--- config.mk ---
export PLATFORM = sky130hd
export DESIGN_NAME = frame_receiver
export DESIGN_NICKNAME = d
export VERILOG_FILES = /design/src/rtl/frame_receiver.sv
export SDC_FILE = /design/constraint.sdc
export NUM_CORES = 1
export LEC_CHECK = 0
export ABC_CLOCK_PERIOD_IN_PS = 5190
export CORE_AREA = 2 2 85 87
export DETAILED_ROUTE_END_ITERATION = 8
export DIE_AREA = 0 0 87 89
export PLACE_DENSITY = 0.55
export SETUP_SLACK_MARGIN = 0.5
export SLEW_MARGIN = 20
export SYNTH_ARGS = -nofsm -noshare
export SYNTH_HDL_FRONTEND = slang
export SYNTH_SLANG_ARGS = --single-unit
--- constraint.sdc ---
create_clock -name clk -period 5.19 [get_ports clk]
set_input_delay 1.2975 -clock clk [delete_from_list [all_inputs] [get_ports clk]]
set_output_delay 1.2975 -clock clk [all_outputs]
set_load 0.03 [all_outputs]
--- src/rtl/frame_receiver.sv ---
// frame_receiver: serial front-end for the four-digit display latch stage.
// Receives 13-bit LSB-first frames (start, 2 address bits, 8 data bits,
// even parity, stop), then presents the payload on inp with a one-hot
// channel select and a held receive strobe (priem). Bad frames pulse err
// and leave the presented outputs untouched.
module frame_receiver #(
  parameter int CLKS_PER_BIT = 16,
  parameter int PRIEM_HOLD   = 4
) (
  input  logic       clk,
  input  logic       rst,
  input  logic       rx,
  output logic [7:0] inp,
  output logic       priem,
  output logic       SET1,
  output logic       SET2,
  output logic       SET3,
  output logic       SET4,
  output logic       err,
  output logic       busy
);

  localparam int CNT_W  = $clog2(CLKS_PER_BIT + 1);
  localparam int HOLD_W = $clog2(PRIEM_HOLD + 1);

  // Bit-period counter reloads; a sample is taken when the counter hits 0.
  localparam logic [CNT_W-1:0] HALF_M1 = CNT_W'(CLKS_PER_BIT / 2 - 1);
  localparam logic [CNT_W-1:0] FULL_M1 = CNT_W'(CLKS_PER_BIT - 1);
  localparam logic [HOLD_W-1:0] HOLD_M1 = HOLD_W'(PRIEM_HOLD - 1);

  // Address and data together occupy ten sample slots.
  localparam logic [3:0] LAST_ADDR = 4'd1;
  localparam logic [3:0] LAST_DATA = 4'd9;

  localparam logic [2:0] S_IDLE   = 3'd0;
  localparam logic [2:0] S_START  = 3'd1;
  localparam logic [2:0] S_ADDR   = 3'd2;
  localparam logic [2:0] S_DATA   = 3'd3;
  localparam logic [2:0] S_PARITY = 3'd4;
  localparam logic [2:0] S_STOP   = 3'd5;

  // One-hot decode of the channel address: 00 -> SET1 .. 11 -> SET4.
  function automatic logic [3:0] decode_addr(input logic [1:0] addr);
    logic [3:0] sel;
    sel = 4'b0000;
    sel[addr] = 1'b1;
    return sel;
  endfunction

  logic             rx_meta_q;
  logic             rx_s_q;

  logic [2:0]       state_q,   state_d;
  logic [CNT_W-1:0] cnt_q,     cnt_d;
  logic [3:0]       bit_idx_q, bit_idx_d;
  logic [9:0]       shift_q,   shift_d;
  logic             par_q,     par_d;

  logic             commit;
  logic             fail;
  logic             tick;

  logic [7:0]       inp_q;
  logic [3:0]       sel_q;
  logic             priem_q;
  logic [HOLD_W-1:0] hold_q;
  logic             err_q;

  // Two-flop synchroniser; resets to the idle (high) line level.
  always_ff @(posedge clk or negedge rst) begin
    if (!rst) begin
      rx_meta_q <= 1'b1;
      rx_s_q    <= 1'b1;
    end else begin
      rx_meta_q <= rx;
      rx_s_q    <= rx_meta_q;
    end
  end

  assign tick = (cnt_q == '0);

  // Frame FSM next-state: mid-bit sampling, shift in addr/data, track parity.
  always_comb begin
    state_d   = state_q;
    cnt_d     = cnt_q;
    bit_idx_d = bit_idx_q;
    shift_d   = shift_q;
    par_d     = par_q;
    commit    = 1'b0;
    fail      = 1'b0;

    case (state_q)
      S_IDLE: begin
        if (!rx_s_q) begin
          state_d   = S_START;
          cnt_d     = HALF_M1;
          bit_idx_d = '0;
          par_d     = 1'b0;
        end
      end

      S_START: begin
        if (tick) begin
          if (rx_s_q) begin
            // Line went back high before mid start bit: treat as noise.
            state_d = S_IDLE;
            cnt_d   = '0;
          end else begin
            state_d = S_ADDR;
            cnt_d   = FULL_M1;
          end
        end else begin
          cnt_d = cnt_q - 1'b1;
        end
      end

      S_ADDR, S_DATA: begin
        if (tick) begin
          shift_d   = {rx_s_q, shift_q[9:1]};
          par_d     = par_q ^ rx_s_q;
          cnt_d     = FULL_M1;
          bit_idx_d = bit_idx_q + 1'b1;
          if (state_q == S_ADDR && bit_idx_q == LAST_ADDR) begin
            state_d = S_DATA;
          end else if (state_q == S_DATA && bit_idx_q == LAST_DATA) begin
            state_d = S_PARITY;
          end
        end else begin
          cnt_d = cnt_q - 1'b1;
        end
      end

      S_PARITY: begin
        if (tick) begin
          par_d   = par_q ^ rx_s_q;
          cnt_d   = FULL_M1;
          state_d = S_STOP;
        end else begin
          cnt_d = cnt_q - 1'b1;
        end
      end

      S_STOP: begin
        if (tick) begin
          state_d   = S_IDLE;
          cnt_d     = '0;
          bit_idx_d = '0;
          // Good frame needs a high stop bit and an even count of ones.
          if (rx_s_q && !par_q) begin
            commit = 1'b1;
          end else begin
            fail = 1'b1;
          end
        end else begin
          cnt_d = cnt_q - 1'b1;
        end
      end

      default: begin
        state_d   = S_IDLE;
        cnt_d     = '0;
        bit_idx_d = '0;
      end
    endcase
  end

  // Frame FSM state registers.
  always_ff @(posedge clk or negedge rst) begin
    if (!rst) begin
      state_q   <= S_IDLE;
      cnt_q     <= '0;
      bit_idx_q <= '0;
      shift_q   <= '0;
      par_q     <= 1'b0;
    end else begin
      state_q   <= state_d;
      cnt_q     <= cnt_d;
      bit_idx_q <= bit_idx_d;
      shift_q   <= shift_d;
      par_q     <= par_d;
    end
  end

  // Presented payload and select: loaded only on a committed frame.
  always_ff @(posedge clk or negedge rst) begin
    if (!rst) begin
      inp_q <= '0;
      sel_q <= '0;
    end else if (commit) begin
      inp_q <= shift_q[9:2];
      sel_q <= decode_addr(shift_q[1:0]);
    end
  end

  // Receive strobe: rises with the commit and holds for PRIEM_HOLD cycles.
  always_ff @(posedge clk or negedge rst) begin
    if (!rst) begin
      priem_q <= 1'b0;
      hold_q  <= '0;
    end else if (commit) begin
      priem_q <= 1'b1;
      hold_q  <= HOLD_M1;
    end else if (priem_q) begin
      if (hold_q == '0) begin
        priem_q <= 1'b0;
      end else begin
        hold_q <= hold_q - 1'b1;
      end
    end
  end

  // Error flag: single-cycle pulse for parity or framing failure.
  always_ff @(posedge clk or negedge rst) begin
    if (!rst) begin
      err_q <= 1'b0;
    end else begin
      err_q <= fail;
    end
  end

  assign inp   = inp_q;
  assign priem = priem_q;
  assign SET1  = sel_q[0];
  assign SET2  = sel_q[1];
  assign SET3  = sel_q[2];
  assign SET4  = sel_q[3];
  assign err   = err_q;
  assign busy  = (state_q != S_IDLE);

endmodule

=== Word-level counts from Yosys, hierarchy flattened ===
Index checks and enable logic that the tools add are counted.

* Bitwise operators: 2
* Reductions and logical operators: 19
* Order comparisons: 2
* Add/subtract/negate cells: 3
* Mux-type cells: 36
* Eq/ne operators: 15

{| class="wikitable"
|+ Operator list
! operator !! count
|-
| $mux 3 || 10
|-
| $mux 5 || 4
|-
| $pmux 5 s4 || 1
|-
| $mux 4 || 4
|-
| $pmux 4 s4 || 1
|-
| $pmux 3 s5 || 1
|-
| $mux 1 || 12
|-
| $ne 2x2->1 const B || 6
|-
| $eq 3x2->1 const B || 2
|-
| $eq 3x3->1 const B || 2
|-
| $logic_not 3->1 || 2
|-
| $reduce_and 6->1 || 1
|-
| $logic_not 5->1 || 1
|-
| $sub 5x1->5 const B || 1
|-
| $add 4x1->4 const B || 1
|-
| $eq 4x1->1 const B || 1
|-
| $eq 4x4->1 const B || 1
|-
| $logic_and 1x1->1 || 4
|-
| $reduce_and 2->1 || 2
|-
| $reduce_and 4->1 || 1
|-
| $reduce_bool 2->1 || 2
|-
| $reduce_or 2->1 || 2
|-
| $eq 3x1->1 const B || 1
|-
| $lt 2x3->1 const B || 1
|-
| 13 further kinds || 13
|}

* Register bits after elaboration: 42
* Output and inout bits: 15
* Word-level logic and storage cells: 89
* Input bits: 3

=== Longest topological paths before layout ===
* Depth in word-level cells: 7
* Mapped depth: 9
* Depth with buffers taken out: 6

=== Worst setup path before layout ===
No wires, ideal clock.

* Path type: reg-to-output
* Start: register state_q[1]
* End: output busy
* Stages on the path, launching flop included: 4
* Required time: 3.893 ns
* Path slack: 2.845 ns
* Path buffers: 1
* Data arrival time: 1.048 ns
* Cells stage by stage: dfrtp_1 -> clkbuf_1 -> nor3_1 -> inv_1

* Cells in the longest elaborated chain, start to end: 1

{| class="wikitable"
|+ RTL lines
! item !! RTL line !! RTL
|-
| start, declared || 53 || <nowiki>logic [2:0] state_q, state_d;</nowiki>
|-
| start signal, assigned || 176 || <nowiki>state_q <= state_d;</nowiki>
|-
| $reduce_bool 3->1 || 228 || <nowiki>assign busy = (state_q != S_IDLE);</nowiki>
|-
| end, declared || 20 || <nowiki>output logic busy</nowiki>
|}

No other way between the ends.

=== Worst setup path after layout ===
* Start: register state_q[2]
* End: output busy

Same word-level chain as after synthesis.

==> flow_summary.toml <==
[cells_and_area]
final_area_sq_mm = 0.00233
area_growth_pct = 16.0
fill_cells = 666
final_util_pct = 34.6
diodes = 0
finalNetCount = 202
drive_gt1_share_pct = 17.0

[yosys]
synthSimpleGateAreaFrac_pct = 13.2
netlist_area_sq_mm = 0.00200
async_flop_share_pct = 100
synthAdderAreaFrac_pct = 3.75
syn_area_per_cell_sq_um = 11.2
synth_top_area_share_pct = 49.9
synth_edf_count = 0
syn-num-nets = 188
ys_warn_count = 0
ys_seq_elements = 42
synth_compound_area_share_pct = 12.3
synth_top_family_by_area = "multiplexers"
synth_top_area_cell = "dfrtp_1"
syn_inst = 179
synth_xor_area_share_pct = 0.437
synthTopCellsByArea = "dfrtp_1, mux2_2, mux2_4"
ys_seq_area_share_pct = 52.6
yosysUniqueCellTypes = 42
synth_mux_area_share_pct = 13.2
synthFlopType = "dfrtp_1"

[clocking]
cts_num_sinks = 42
clock_latency_ns = 0.29
cts_resized = 0
clk_path_buf_depth = 2
clock_tree.root_cell = "clkbuf_8"
h-tree-depth = 2
clkTransAtPathRegs_ns = 0.07
cts_setup_buffers = 0
cts_tree = "yes"
numCtsBuffers = 5
hold_buffers = 0

[worst_setup_path]
critPathLaunchType = "register"
r2r_cells = 5
crit_slowest_cell = "clkdlybuf4s50_1"
endpoint_kind = "output port"
cp_cell_sequence = "nor3_1 > inv_1 > clkdlybuf4s50_1"
critPathRequiredTime_ns = 3.89
cp_top_family = "buffers and inverters"
max_stage_delay_ns = 0.61
critPathArrivalTime_ns = 1.99
crit_fanout = 17
worstReg2RegEnd = "inp[5]"
ff2ff_setup_slack_ns = 2.26
worstSetupPathType = "reg2out"
cp_num_buf_inv = 2
timing.rr.start = "cnt_q[0]"

[placement]
hpwl_microns = 2350
pre_cts_ws_ns = 2.22
place_area_sq_mm = 0.00222
gp_congestion = 0.794
io_buffers = 17

[worst_hold_path]
holdPathStages = 0
hp-class = "reg2reg"
min_to = "rx_s_q"
min_from = "rx_meta_q"

[floorplan]
die_w_microns = 87
io_pins = 18
core_sq_mm = 0.00672
die_area_sq_mm = 0.00774
die_h_microns = 89
initial_core_util_pct = 29.8
rows = 30

[timing]
setup-tns-final_ns = 0
hold_viol_final = 0
slew-limit-headroom_pct = 38.5
final-setup-viol-count = 0
fin_crit_sh_pct = 63.3
min_period_ns = 3.28
finalClockSkew_ns = 0.00741
maxSlewViolCount = 0
tightest_slew_ns = 0.922
rsz0062_at_grt = "no"
worst_slack_ns = 1.91
fmax_mhz = 305

[power_and_ir_drop]
vdd_ir_drop_max_mv = 0.116
leakagePower_nw = 1.07
p_per_area_mw_per_mm2 = 391
power_mw = 0.910

[drt]
drtIter0Drc = 88
ant_nets = 0
post_drt_wl_per_cell_microns = 12.8
vias_per_cell = 4.84
remaining_drc_errors = 0
drt-pass1-iter-count = 4
vias = 1325
wl_microns = 3510

[global_routing]
grt.overflow.total = 0
antenna_found_initial = 0
grt_usage_pct = 10.2
top_usage_layer = "met2"
globalRouteMet3Util_pct = 2.95
grt_max_degree = 43
grt_pass1_wl_microns = 6070
met1_usage_pct = 13.6
grt_util_met2_pct = 14.9
grt_pass1_vias = 1268

[run]
cap_viol_max_count = 0

[run_status]
outcome = "completed"
[worst register-to-register path: stages, from the launching register on]
cell	delay [ns]
dfrtp_1	0.42
inv_1	0.11
ha_1	0.21
nor4b_2	0.65
nand4_1	0.86
mux2_2	0.56
[through the flow]
step           hold WS [ns]  instances
4_1_cts               0.360        274
3_3_place_gp          0.346        266
6_report              0.358        274
5_1_grt               0.364        274
2_1_floorplan         0.345        179
3_5_place_dp          0.349        266
[routing by layer]
metal	share of wire [%]	vias up
li1	-	656
met1	50	632
met2	43	30
met3	4.5	7
met4	2.4	0
met5	0	-
[how the worst max path moves through the flow]
stage,start,slack [ns],cells past startpoint,to
finish,state_q[2],1.91,3,busy
global route,state_q[2],1.83,3,busy
CTS,state_q[2],1.91,3,busy
detailed placement,cnt_q[0],2.22,5,inp[5]
global placement,state_q[2],2.28,3,busy
floorplan,state_q[1],2.84,3,busy
[cell families after synthesis]
family,after synthesis
flops,42
xor+xnor,1
fa+ha+maj,6
buf+inv,20
simple gates,52
mux,21
compound gates,37
[placed cells by master, fill, tap and decap left out, types with 2 or more instances in the layout]
cell type / synthesis / final
a21oi_1: 8 / 8
a31oi_1: 2 / 2
clkbuf_8: 0 / 5
clkdlybuf4s50_1: 0 / 16
dfrtp_1: 40 / 40
dfstp_2: 2 / 2
ha_1: 6 / 6
inv_1: 10 / 10
mux2_2: 12 / 12
mux2_4: 8 / 8
nand2_1: 21 / 21
nand2b_1: 5 / 5
nand3_1: 4 / 4
nor2_1: 6 / 6
nor2b_1: 2 / 2
nor3_1: 6 / 6
o211ai_1: 3 / 3
o21a_1: 2 / 2
o21ai_0: 8 / 8
o2bb2ai_1: 3 / 3
[state kept, by name (all words and copies together) (netlist names), 3 cells and up]
register / count
hold_q: 3
state_q: 3
sel_q: 4
bit_idx_q: 4
inp: 8
shift_q: 10
cnt_q: 5
[Yosys cell counts, drive strengths merged (2+ instances only)]
cell type,number
a21oi,8
a31oi,2
buf,3
clkbuf,7
dfrtp,40
dfstp,2
ha,6
inv,10
mux2,20
nand2,21
nand2b,5
nand3,4
nor2,6
nor2b,2
nor3,6
nor4b,2
o211ai,3
o21a,2
o21ai,8
o2bb2ai,3
[layout make-up]
type	instances	area (sq um)	share of cell area, %
Clock buffer	6	72.6	3.12
Clock inverter	2	37.5	1.61
Inverter	10	37.5	1.61
Multi-Input combinational cell	117	860	37.0
Sequential cell	42	1050	45.3
Tap cell	80	100	4.30
Timing Repair Buffer	17	165	7.10
[power by group]
group / internal (mW) / switching (mW) / leakage, nW
combinational: 0.106 / 0.102 / 0.465
sequential: 0.377 / 0.0697 / 0.552
clock: 0.144 / 0.112 / 0.0514
Note: power is estimated with default switching activity, not from simulation.
